### config.mk
export PLATFORM = sky130hd
export DESIGN_NAME = pc_update_unit
export DESIGN_NICKNAME = d
export VERILOG_FILES = /design/src/rtl/pc_update_unit_pkg.sv /design/src/rtl/pc_update_unit_pc_next_mux.sv /design/src/rtl/pc_update_unit.sv
export SDC_FILE = /design/constraint.sdc
export NUM_CORES = 1
export LEC_CHECK = 0
export ABC_AREA = 1
export BUFFER_PORTS_ARGS = -buffer_cell sky130_fd_sc_hd__buf_2
export CORE_MARGIN = 8
export CORE_UTILIZATION = 45
export DETAILED_ROUTE_END_ITERATION = 6
export GPL_TIMING_DRIVEN = 0
export PLACE_DENSITY_LB_ADDON = 0.3
export SYNTH_ARGS = -nofsm -noshare
export SYNTH_HDL_FRONTEND = slang
export SYNTH_SLANG_ARGS = --single-unit
### constraint.sdc
create_clock -name clk -period 4.4 [get_ports clk]
set_clock_uncertainty 0.1 [all_clocks]
set_input_delay 0.44 -clock clk [delete_from_list [all_inputs] [get_ports clk]]
set_output_delay 0.44 -clock clk [all_outputs]
set_load 0.02 [all_outputs]
### src/rtl/pc_update_unit_pkg.sv
// Shared constants for the program-counter unit: word width, pc_src encodings
// and the default reset PC.
package pc_update_unit_pkg;

  localparam int WORD_W = 32;

  localparam logic [1:0] PC_SRC_SEQ = 2'd0;
  localparam logic [1:0] PC_SRC_BR  = 2'd1;
  localparam logic [1:0] PC_SRC_JMP = 2'd2;
  localparam logic [1:0] PC_SRC_REG = 2'd3;

  localparam logic [WORD_W-1:0] RESET_PC_DEFAULT = 32'h0000_0000;

  function automatic logic is_word_aligned(input logic [WORD_W-1:0] addr);
    return (addr[1:0] == 2'b00);
  endfunction

endpackage

### src/rtl/pc_update_unit_pc_next_mux.sv
// Combinational next-PC candidate selection plus word-alignment check.
module pc_next_mux
  import pc_update_unit_pkg::*;
(
  input  logic [1:0]        pc_src,
  input  logic [WORD_W-1:0] pc,
  input  logic [WORD_W-1:0] branch_target,
  input  logic [25:0]       jump_index,
  input  logic [WORD_W-1:0] reg_target,
  output logic [WORD_W-1:0] candidate,
  output logic              aligned
);

  always_comb begin
    candidate = pc + 32'd4;
    unique case (pc_src)
      PC_SRC_SEQ: candidate = pc + 32'd4;
      PC_SRC_BR:  candidate = branch_target;
      PC_SRC_JMP: candidate = {pc[31:28], jump_index, 2'b00};
      PC_SRC_REG: candidate = reg_target;
      default:    candidate = pc + 32'd4;
    endcase
  end

  assign aligned = is_word_aligned(candidate);

endmodule

### src/rtl/pc_update_unit.sv
// Program counter, latched branch target and sticky misalignment trap.
// Optional branch statistics counters are compiled in with PC_BRANCH_STATS_EN.
module pc_update_unit
  import pc_update_unit_pkg::*;
#(
  parameter logic [WORD_W-1:0] RESET_PC = RESET_PC_DEFAULT
) (
  input  logic              clk,
  input  logic              rst_n,
  input  logic              pc_write,
  input  logic              pc_write_cond,
  input  logic              branch_ne,
  input  logic              alu_zero,
  input  logic [1:0]        pc_src,
  input  logic              bt_load,
  input  logic [WORD_W-1:0] offset_shifted,
  input  logic [25:0]       jump_index,
  input  logic [WORD_W-1:0] reg_target,
  input  logic              err_clr,
  output logic [WORD_W-1:0] pc,
  output logic [WORD_W-1:0] branch_target,
  output logic              pc_updated,
  output logic              misalign_err
`ifdef PC_BRANCH_STATS_EN
  ,
  output logic [WORD_W-1:0] branch_count,
  output logic [WORD_W-1:0] taken_count
`endif
);

  logic [WORD_W-1:0] candidate;
  logic              aligned;
  logic              take;
  logic              do_write;
  logic              do_trap;

  pc_next_mux u_pc_next_mux (
    .pc_src        (pc_src),
    .pc            (pc),
    .branch_target (branch_target),
    .jump_index    (jump_index),
    .reg_target    (reg_target),
    .candidate     (candidate),
    .aligned       (aligned)
  );

  // pc_write dominates; the branch condition only matters for conditional writes
  assign take     = pc_write | (pc_write_cond & (alu_zero ^ branch_ne));
  assign do_write = take & aligned;
  assign do_trap  = take & ~aligned;

  always_ff @(posedge clk or negedge rst_n) begin
    if (!rst_n) begin
      pc            <= RESET_PC;
      branch_target <= '0;
      pc_updated    <= 1'b0;
      misalign_err  <= 1'b0;
    end else begin
      pc_updated <= do_write;
      if (do_write) begin
        pc <= candidate;
      end
      // Target is formed from the PC before any same-cycle write.
      if (bt_load) begin
        branch_target <= pc + offset_shifted;
      end
      if (do_trap) begin
        misalign_err <= 1'b1;
      end else if (err_clr) begin
        misalign_err <= 1'b0;
      end
    end
  end

`ifdef PC_BRANCH_STATS_EN
  logic cond_branch;
  assign cond_branch = pc_write_cond & ~pc_write;

  always_ff @(posedge clk or negedge rst_n) begin
    if (!rst_n) begin
      branch_count <= '0;
      taken_count  <= '0;
    end else begin
      if (cond_branch) begin
        branch_count <= branch_count + 32'd1;
      end
      if (cond_branch & do_write) begin
        taken_count <= taken_count + 32'd1;
      end
    end
  end
`endif

endmodule

==> results.tsv, run 1 <==
metric	value	unit
seq_area_frac_synth	0.262	
cap_viol_max_count	0	
cts.repair.resized	0	
final_common_cell	nand2_1	
use_met3	0.0310	
final_cell_area	7700	um2
area_growth	22.3	%
yosys_warnings	0	
r2r-end	branch_target[28]$_DFFE_PN0P_	
synth_top_cell_by_area	dfrtp_1	
critPathLaunch	pc[0]$_DFFE_PN0N_	
ff2ff_path_depth	10	
cp-endpoint	branch_target[28]$_DFFE_PN0P_	
fmax	419	MHz
cp.required	4520	ps
fin_util	0.559	
power_frac_clock	0.216	
cts_root_buffer	clkbuf_16	
seq_area	1650	um2
cts_tree	done	
switching_share	0.480	
layout.nets	1366	
die_w	134	um
drive_gt1_frac	0.170	
cp.depth	10	
drtPass1Iterations	6	
worstMarginPinSlew	862	ps
powerDensity	513	nW/um2
timing.final.crit_share	0.542	
rr_startpoint	pc[0]$_DFFE_PN0N_	
crit_path_max_incr_delay	490	ps
timing.reg2reg.setup_slack	2020	ps
portBuffers	164	
ir_worst_vdd	0.203	mV
dpl.hpwl	19.5	mm
busiest_layer	met2	
layout_common_cells	419 x nand2_1, 171 x buf_2, 150 x inv_1	
cp_top_family	simple AND/OR/NAND/NOR gates	
synth_nets	1191	
cp_common_cell	nand3_1	
coreArea	13800	um2
cts_made_buffers	9	
nFillCells	1443	
syn-cell-area	6300	um2
finalHoldViolCount	0	
grt_max_degree	67	
crit_chain	ha_1 -> fa_1 -> nand3_1 -> nand3_1 -> nand3_1 -> nand3_1 -> nand2_1 -> nand3_1 -> nand3_1 -> nand2_1	
yosysTopAreaCellShare	0.262	
finalSetupTns	0	ps
fp.dieH	134	um
p_switching	1900	uW
drc	0	
pin_count	166	
routed_via_density	5.19	
drtIter0Drc	611	
cp.arrival	2510	ps
ys_types	39	
cts_buffer_depth	2	
via_count	7366	
antenna_found_initial	1	
worstSetupEndpointType	flip-flop	
finalWirelength	23.8	mm
grt_pass1_wl	36.9	mm
finalSetupViolCount	0	
relSlewSlack	0.425	
cts_sinks	66	
crit_slowest_cell	fa_1	
multi_input_area	3960	um2
cp_max_fo	5	
path_clk_slew	60	ps
cts_setup_buffers	0	
yosys-top-cells-area	dfrtp_1 26%, nand2_1 25%, inv_1 8.9%	
power_leakage	0.00434	uW
avgSynthCellArea	5.95	um2
fp.dieArea	18000	um2
hp-class	in -> async	
ctsHoldBuffers	0	
critical_path_class	reg -> reg	
status	complete, no violations	
grt_usage	0.264	
postRouteAntennaNets	0	
met1_usage	0.333	
wl_per_cell	16.8	um
rsz0062_at_grt	no	
critPathBufInv	0	
p_seq_frac	0.288	
share_comb_of_total_power	0.496	
syn_inst	1058	
placed_area	7340	um2
fp-row-count	43	
min_period	2380	ps
clk_latency	340	ps
ys_seq_elements	66	
maxSlewViolCount	0	
worst_setup_path_start_kind	flip-flop	
grt-ovfl-total	0	
first_global_vias	6978	
initial_core_util	0.457	
power.internal	2060	uW
htreeDepth	3	
global_route.usage.met2	0.436	
place.gp.congestion	0.990	
## layer usage
| layer | vias up | share of wire |
|---|---|---|
| li1 | 3688 | - |
| met1 | 3353 | 0.42 |
| met2 | 271 | 0.48 |
| met3 | 54 | 0.069 |
| met4 | 0 | 0.039 |
| met5 | - | 0 |
## worst register-to-register path: stages, from the launching register on
cell	delay, ps
dfrtp_1	420
ha_1	260
fa_1	490
nand3_1	130
nand3_1	160
nand3_1	120
nand3_1	160
nand2_1	160
nand3_1	80
nand3_1	130
nand2_1	60
## power by group through the flow
stage          clock [uW]  combinational [uW]  sequential (uW)
2_1_floorplan           0                1100             1240
3_3_place_gp            0                1920             1130
4_1_cts               854                1950             1120
5_1_grt               881                2190             1160
6_report              856                1960             1140
3_5_place_dp            0                1940             1130
## how the worst min path moves through the flow
stage,end,slack [ps]
5_1_grt,pc[1]$_DFFE_PN0N_,180
6_report,misalign_err$_DFFE_PN0P_,120
4_1_cts,pc[0]$_DFFE_PN0N_,140
2_1_floorplan,branch_target[0]$_DFFE_PN0P_,40
3_3_place_gp,branch_target[12]$_DFFE_PN0P_,390
3_5_place_dp,branch_target[2]$_DFFE_PN0P_,400
## cell type report
cell class	count	area share
diodes	1	0.000325
plain buffers	22	0.0130
multi-input cells	815	0.515
clock buffers	12	0.0333
inverters	155	0.0755
flip-flops and latches	66	0.214
repair buffers	164	0.107
well taps	180	0.0292
clock inverters	4	0.0127
## stage by stage
step	hold slack, ps	std cells	worst slack [ps]	power, uW
4_1_cts	144	1418	2050	3930
6_report	116	1419	2020	3950
5_1_grt	184	1419	1860	4230
3_3_place_gp	389	1402	1940	3050
3_5_place_dp	402	1402	1930	3080
2_1_floorplan	44.4	1058	2360	2350
## state kept, by name (all words and copies together), names as in the netlist
signal	cells
branch_target	32
misalign_err	1
pc	32
pc_updated	1
## cells in the mapped netlist, drive strengths merged
library cell and count:
nand4 6, and2 1, fa 1, o31ai 2
o22ai 2, a31oi 8, ha 32, nand2 423
xnor2 14, o211ai 2, o21ai 31, o2111ai 3
or2 2, dfrtp 66, a22oi 6, nor2 114
a21oi 51, inv 153, clkinv 2, clkbuf 12
nand3b 8, nand3 69, xor2 10, nor3 14
o21bai 3, buf 10, a21o 1, a22o 12
## kinds of logic (layout without fill, tap and decap cells)
logic type,after synthesis,after routing,synth area share
fa+ha+maj,33,33,0.0668
compound gates,121,121,0.113
flops,66,66,0.262
simple gates,637,637,0.416
buf+inv,177,357,0.108
xor+xnor,24,24,0.0334
other cells,0,1,0
Power figures use the tool's default switching activity.
==> run 2, diff against run 1 <==
==> constraint.sdc (replaced) <==
create_clock -name clk -period 2.26 [get_ports clk]
set_clock_uncertainty 0.1 [all_clocks]
set_input_delay 0.226 -clock clk [delete_from_list [all_inputs] [get_ports clk]]
set_output_delay 0.226 -clock clk [all_outputs]
set_load 0.02 [all_outputs]
==> run 2 against run 1 <==
Net effect:
- combinational power up 100%
- sequential cell count unchanged
- cell count up 0.21%
- non-clock buffer count up 3
- routed wire length up 0.99%
- die area unchanged
- critical path depth unchanged
- clock-buffer cell count unchanged
- largest power group unchanged
- highest routed layer unchanged
==> results.tsv, run 2 (synthesis gave the netlist of run 1 again) <==
metric	value	unit
drtPass1Iterations	7	
finalHoldViolCount	0	
timing.final.crit_share	0.938	
critPathBufInv	0	
final_common_cell	nand2_1	
layout.nets	1369	
place_ws	-76.7	ps
hp-class	in -> reg	
fp.dieArea	18000	um2
antenna_found_initial	1	
grt-ovfl-total	0	
wl_per_cell	16.9	um
routed_via_density	5.25	
worstSetupEndpointType	flip-flop	
worst_setup_path_start_kind	flip-flop	
finalSetupViolCount	0	
cts_sinks	66	
cap_viol_max_count	0	
worstMarginPinSlew	862	ps
relSlewSlack	0.426	
fin_util	0.576	
coreArea	13800	um2
htreeDepth	3	
area_growth	26.0	%
first_global_vias	6994	
grt_pass1_wl	37.1	mm
power_leakage	0.00435	uW
dpl.hpwl	19.5	mm
reg.largest.list	branch_target (32), pc (32)	
pin_count	166	
cts_buffer_depth	2	
initial_core_util	0.457	
cp_max_fo	6	
cts_tree	done	
critical_path_class	reg -> reg	
die_w	134	um
status	complete, no violations	
maxSlewViolCount	0	
fp.dieH	134	um
final_cell_area	7930	um2
fmax	472	MHz
clk_latency	340	ps
postRouteAntennaNets	0	
powerDensity	992	nW/um2
cts_root_buffer	clkbuf_16	
drtIter0Drc	616	
placed_area	7340	um2
grt_max_degree	67	
crit_path_max_incr_delay	500	ps
cp_top_family	simple AND/OR/NAND/NOR gates	
min_period	2120	ps
finalWirelength	24.1	mm
grt_usage	0.265	
drc	0	
cp.required	2390	ps
whs	110	ps
cts_made_buffers	9	
path_clk_slew	50	ps
fp-row-count	43	
drive_gt1_frac	0.198	
crit_slowest_cell	dfrtp_1	
cp.arrival	2250	ps
layout_setup_ws	139	ps
via_count	7465	
crit_chain	ha_2 -> nand2_1 -> nor2_1 -> nand3_1 -> nand3_1 -> nand2_1 -> nand3_1 -> nand2_1 -> nand3_1 -> nand2_1	
ir_worst_vdd	0.400	mV
place.gp.congestion	0.990	
portBuffers	164	
layout_common_cells	415 x nand2_1, 171 x buf_2, 150 x inv_1	
run 2: path summary, 6_finish.rpt:
kind                                                     from  slack [ps]                             to  cells after the start
worst max register to register              pc[7]$_DFFE_PN0N_         140  branch_target[26]$_DFFE_PN0P_                     10
worst max-delay path                        pc[7]$_DFFE_PN0N_         140  branch_target[26]$_DFFE_PN0P_                     10
worst min-delay path                                 pc_write         110       misalign_err$_DFFE_PN0P_                      3
max in group asynchronous                               rst_n         990             pc[21]$_DFFE_PN0N_                      2
worst min register to register  branch_target[15]$_DFFE_PN0P_         410  branch_target[15]$_DFFE_PN0P_                      2
min in group asynchronous                               rst_n         440       misalign_err$_DFFE_PN0P_                      2
run 2: cell type report:
cell class | count | area [um2]
Antenna cell | 1 | 2.50
Fill cell | 1399 | 5840
Inverter | 155 | 582
Sequential cell | 66 | 1660
Multi-Input combinational cell | 815 | 4160
Clock inverter | 4 | 97.6
Buffer | 22 | 100
Clock buffer | 12 | 256
Tap cell | 180 | 225
Timing Repair Buffer | 167 | 851
run 2: metal layers:
metal,wire [um],vias to the layer above,share of wire,global-route usage
met2,11500,282,0.48,0.438
met1,9890,3435,0.41,0.334
met3,1670,59,0.070,0.0310
met4,1020,0,0.042,0.132
li1,-,3689,-,-
met5,0,-,0,0
run 2: tightest hold or removal path: stages:
cell and delay (ps):
buf_2 80, a31oi_1 60, o22ai_1 130
run 2: power by group:
group | switching (uW) | total [uW] | internal [uW]
Combinational | 2540 | 3960 | 1420
Sequential | 677 | 2240 | 1570
Clock | 525 | 1660 | 1140
run 2: timing repair:
action,in CTS,in global routing
endpoints found under the hold margin,67,0
setup endpoints to repair,5,17
pin swaps,1,1
hold buffers,2,0
buffers inserted,0,1
cloned,0,0
gates resized for setup,2,36
run 2: stage by stage:
stage	power [uW]	setup TNS (ps)	std cells
after global placement	5940	-108	1402
after CTS	7660	0	1420
after detailed placement	5990	-165	1402
final	7870	0	1422
after global routing	8410	-1.96	1422
after floorplan	4570	0	1058
==> run 3, diff against run 2 <==
--- a/config.mk
+++ b/config.mk
@@ -10,7 +10,6 @@
 export CORE_MARGIN = 8
 export CORE_UTILIZATION = 45
 export DETAILED_ROUTE_END_ITERATION = 6
-export GPL_TIMING_DRIVEN = 0
 export PLACE_DENSITY_LB_ADDON = 0.3
 export SYNTH_ARGS = -nofsm -noshare
 export SYNTH_HDL_FRONTEND = slang
==> run 3 against run 2 <==
Net effect:
- final area increased by 1.0%
- power increased by 3.6%
- highest routed layer unchanged
- sequential share of layout area decreased by 0.29 points
- critical path depth fell by 3
- global-route usage rose by 0.42 points
- critical endpoint is now branch_target[11]$_DFFE_PN0P_
- largest power group unchanged
- fmax shrank 1.6%
- worst setup slack got worse by 35 ps
==> results.tsv, run 3 (synthesis gave the netlist of run 1 again) <==
metric	value	unit
status	complete, no violations	
die_w	134	um
rr_startpoint	pc[1]$_DFFE_PN0N_	
cp_common_cell	nand3_1	
ff2ff_path_depth	7	
crit_chain	ha_1 -> nand2_1 -> a21oi_1 -> nand3_1 -> nand3_1 -> xnor2_1 -> o21ai_0	
drtPass1Iterations	5	
fin_total_pwr	8150	uW
cts_made_buffers	9	
powerDensity	1020	nW/um2
pin_count	166	
layout.nets	1389	
finalSetupViolCount	0	
relSlewSlack	0.497	
share_comb_of_total_power	0.527	
switching_share	0.472	
crit_slowest_cell	dfrtp_1	
power.internal	4300	uW
critical_path_class	reg -> reg	
timing.final.crit_share	0.954	
min-delay-start	pc_write	
clk_latency	340	ps
drtIter0Drc	724	
p_switching	3850	uW
cts_sinks	66	
cp.required	2330	ps
worst_setup_path_start_kind	flip-flop	
path_clk_slew	60	ps
holdPathStages	3	
dpl.hpwl	19.9	mm
power_frac_clock	0.217	
via_count	7531	
fp-row-count	43	
worstMarginPinSlew	754	ps
fin_cells	1441	
fp.dieH	134	um
cts_buffer_depth	2	
cp_max_fo	5	
cp.arrival	2220	ps
grt_usage	0.269	
antenna_found_initial	0	
drc	0	
final_common_cell	nand2_1	
postRouteAntennaNets	0	
coreArea	13800	um2
cts_setup_buffers	0	
grt_pass1_wl	37.9	mm
hp-class	in -> reg	
r2r-end	branch_target[11]$_DFFE_PN0P_	
finalHoldViolCount	0	
critPathBufInv	0	
min_period	2160	ps
drive_gt1_frac	0.202	
power_leakage	0.00450	uW
cts_tree	done	
maxSlewViolCount	0	
initial_core_util	0.457	
cap_viol_max_count	0	
final_cell_area	8010	um2
hold_end	misalign_err$_DFFE_PN0P_	
grt_max_degree	67	
fp.dieArea	18000	um2
timing.reg2reg.setup_slack	100	ps
htreeDepth	3	
wl_per_cell	17.0	um
placed_area	7580	um2
fmax	464	MHz
crit_path_max_incr_delay	450	ps
place.gp.congestion	0.980	
whs	107	ps
cp_top_family	compound AO/OA/AOI/OAI gates	
first_global_vias	7254	
finalWirelength	24.5	mm
grt-ovfl-total	0	
reg.largest.list	branch_target (32), pc (32)	
place_inst	1423	
layout_common_cells	417 x nand2_1, 165 x buf_2, 150 x inv_1	
ir_worst_vdd	0.487	mV
portBuffers	165	
area_growth	27.3	%
worstSetupEndpointType	flip-flop	
antenna_cells	0	
cts_root_buffer	clkbuf_16	
routed_via_density	5.23	
p_seq_frac	0.256	
## run 3: cell count changes in the layout (fill, tap and decap cells not counted), sizes merged
cell and change:
buf +32, clkbuf -13, bufinv +1, clkinv +1, clkinvlp -1, diode -1
## run 3: how the worst max path moves through the flow
stage / startpoint / end / slack [ps] / cells past startpoint
6_report: pc[1]$_DFFE_PN0N_ / branch_target[11]$_DFFE_PN0P_ / 100 / 7
5_1_grt: pc[3]$_DFFE_PN0N_ / branch_target[23]$_DFFE_PN0P_ / -7 / 12
4_1_cts: pc[3]$_DFFE_PN0N_ / branch_target[23]$_DFFE_PN0P_ / 50 / 12
3_5_place_dp: pc[3]$_DFFE_PN0N_ / branch_target[15]$_DFFE_PN0P_ / 50 / 9
3_3_place_gp: pc[3]$_DFFE_PN0N_ / branch_target[23]$_DFFE_PN0P_ / 30 / 12
2_1_floorplan: pc[0]$_DFFE_PN0N_ / branch_target[20]$_DFFE_PN0P_ / 220 / 10
## run 3: cell type report
class	count	area, um2
Fill cell	1412	5760
Multi-Input combinational cell	815	4010
Sequential cell	66	1650
Timing Repair Buffer	209	1170
Inverter	155	582
Clock buffer	11	243
Tap cell	180	225
Clock inverter	5	125
## run 3: timing repair
item                       4_1_cts  5_1_grt
resized for setup                0       12
hold endpoints to repair        67        0
hold buffers                     2        0
setup endpoints to repair        0       15
## run 3: routing by layer
metal	global-route usage	vias up	part of all wire
met5	0	-	0
met4	0.0886	0	0.026
met3	0.0453	35	0.089
met2	0.430	319	0.46
met1	0.360	3440	0.43
li1	-	3737	-
## run 3: worst min-delay path, stage by stage
cell and delay, ps:
buf_2 80, a31oi_1 60, o22ai_1 120
## run 3: through the flow
step                 util  setup TNS [ps]  worst slack [ps]
floorplan               -               0               219
global placement    0.550               0              26.3
detailed placement  0.550               0              52.8
CTS                 0.578               0              47.0
global route        0.582           -7.49             -7.49
finish              0.582               0               104
## run 3: power groups by stage
stage                     Combinational [uW]  Clock, uW  Sequential, uW
after floorplan                         2150          0            2420
after global placement                  4180          0            2070
after detailed placement                4210          0            2070
after CTS                               4240       1770            2050
after global routing                    4750       1800            2110
final                                   4300       1770            2080
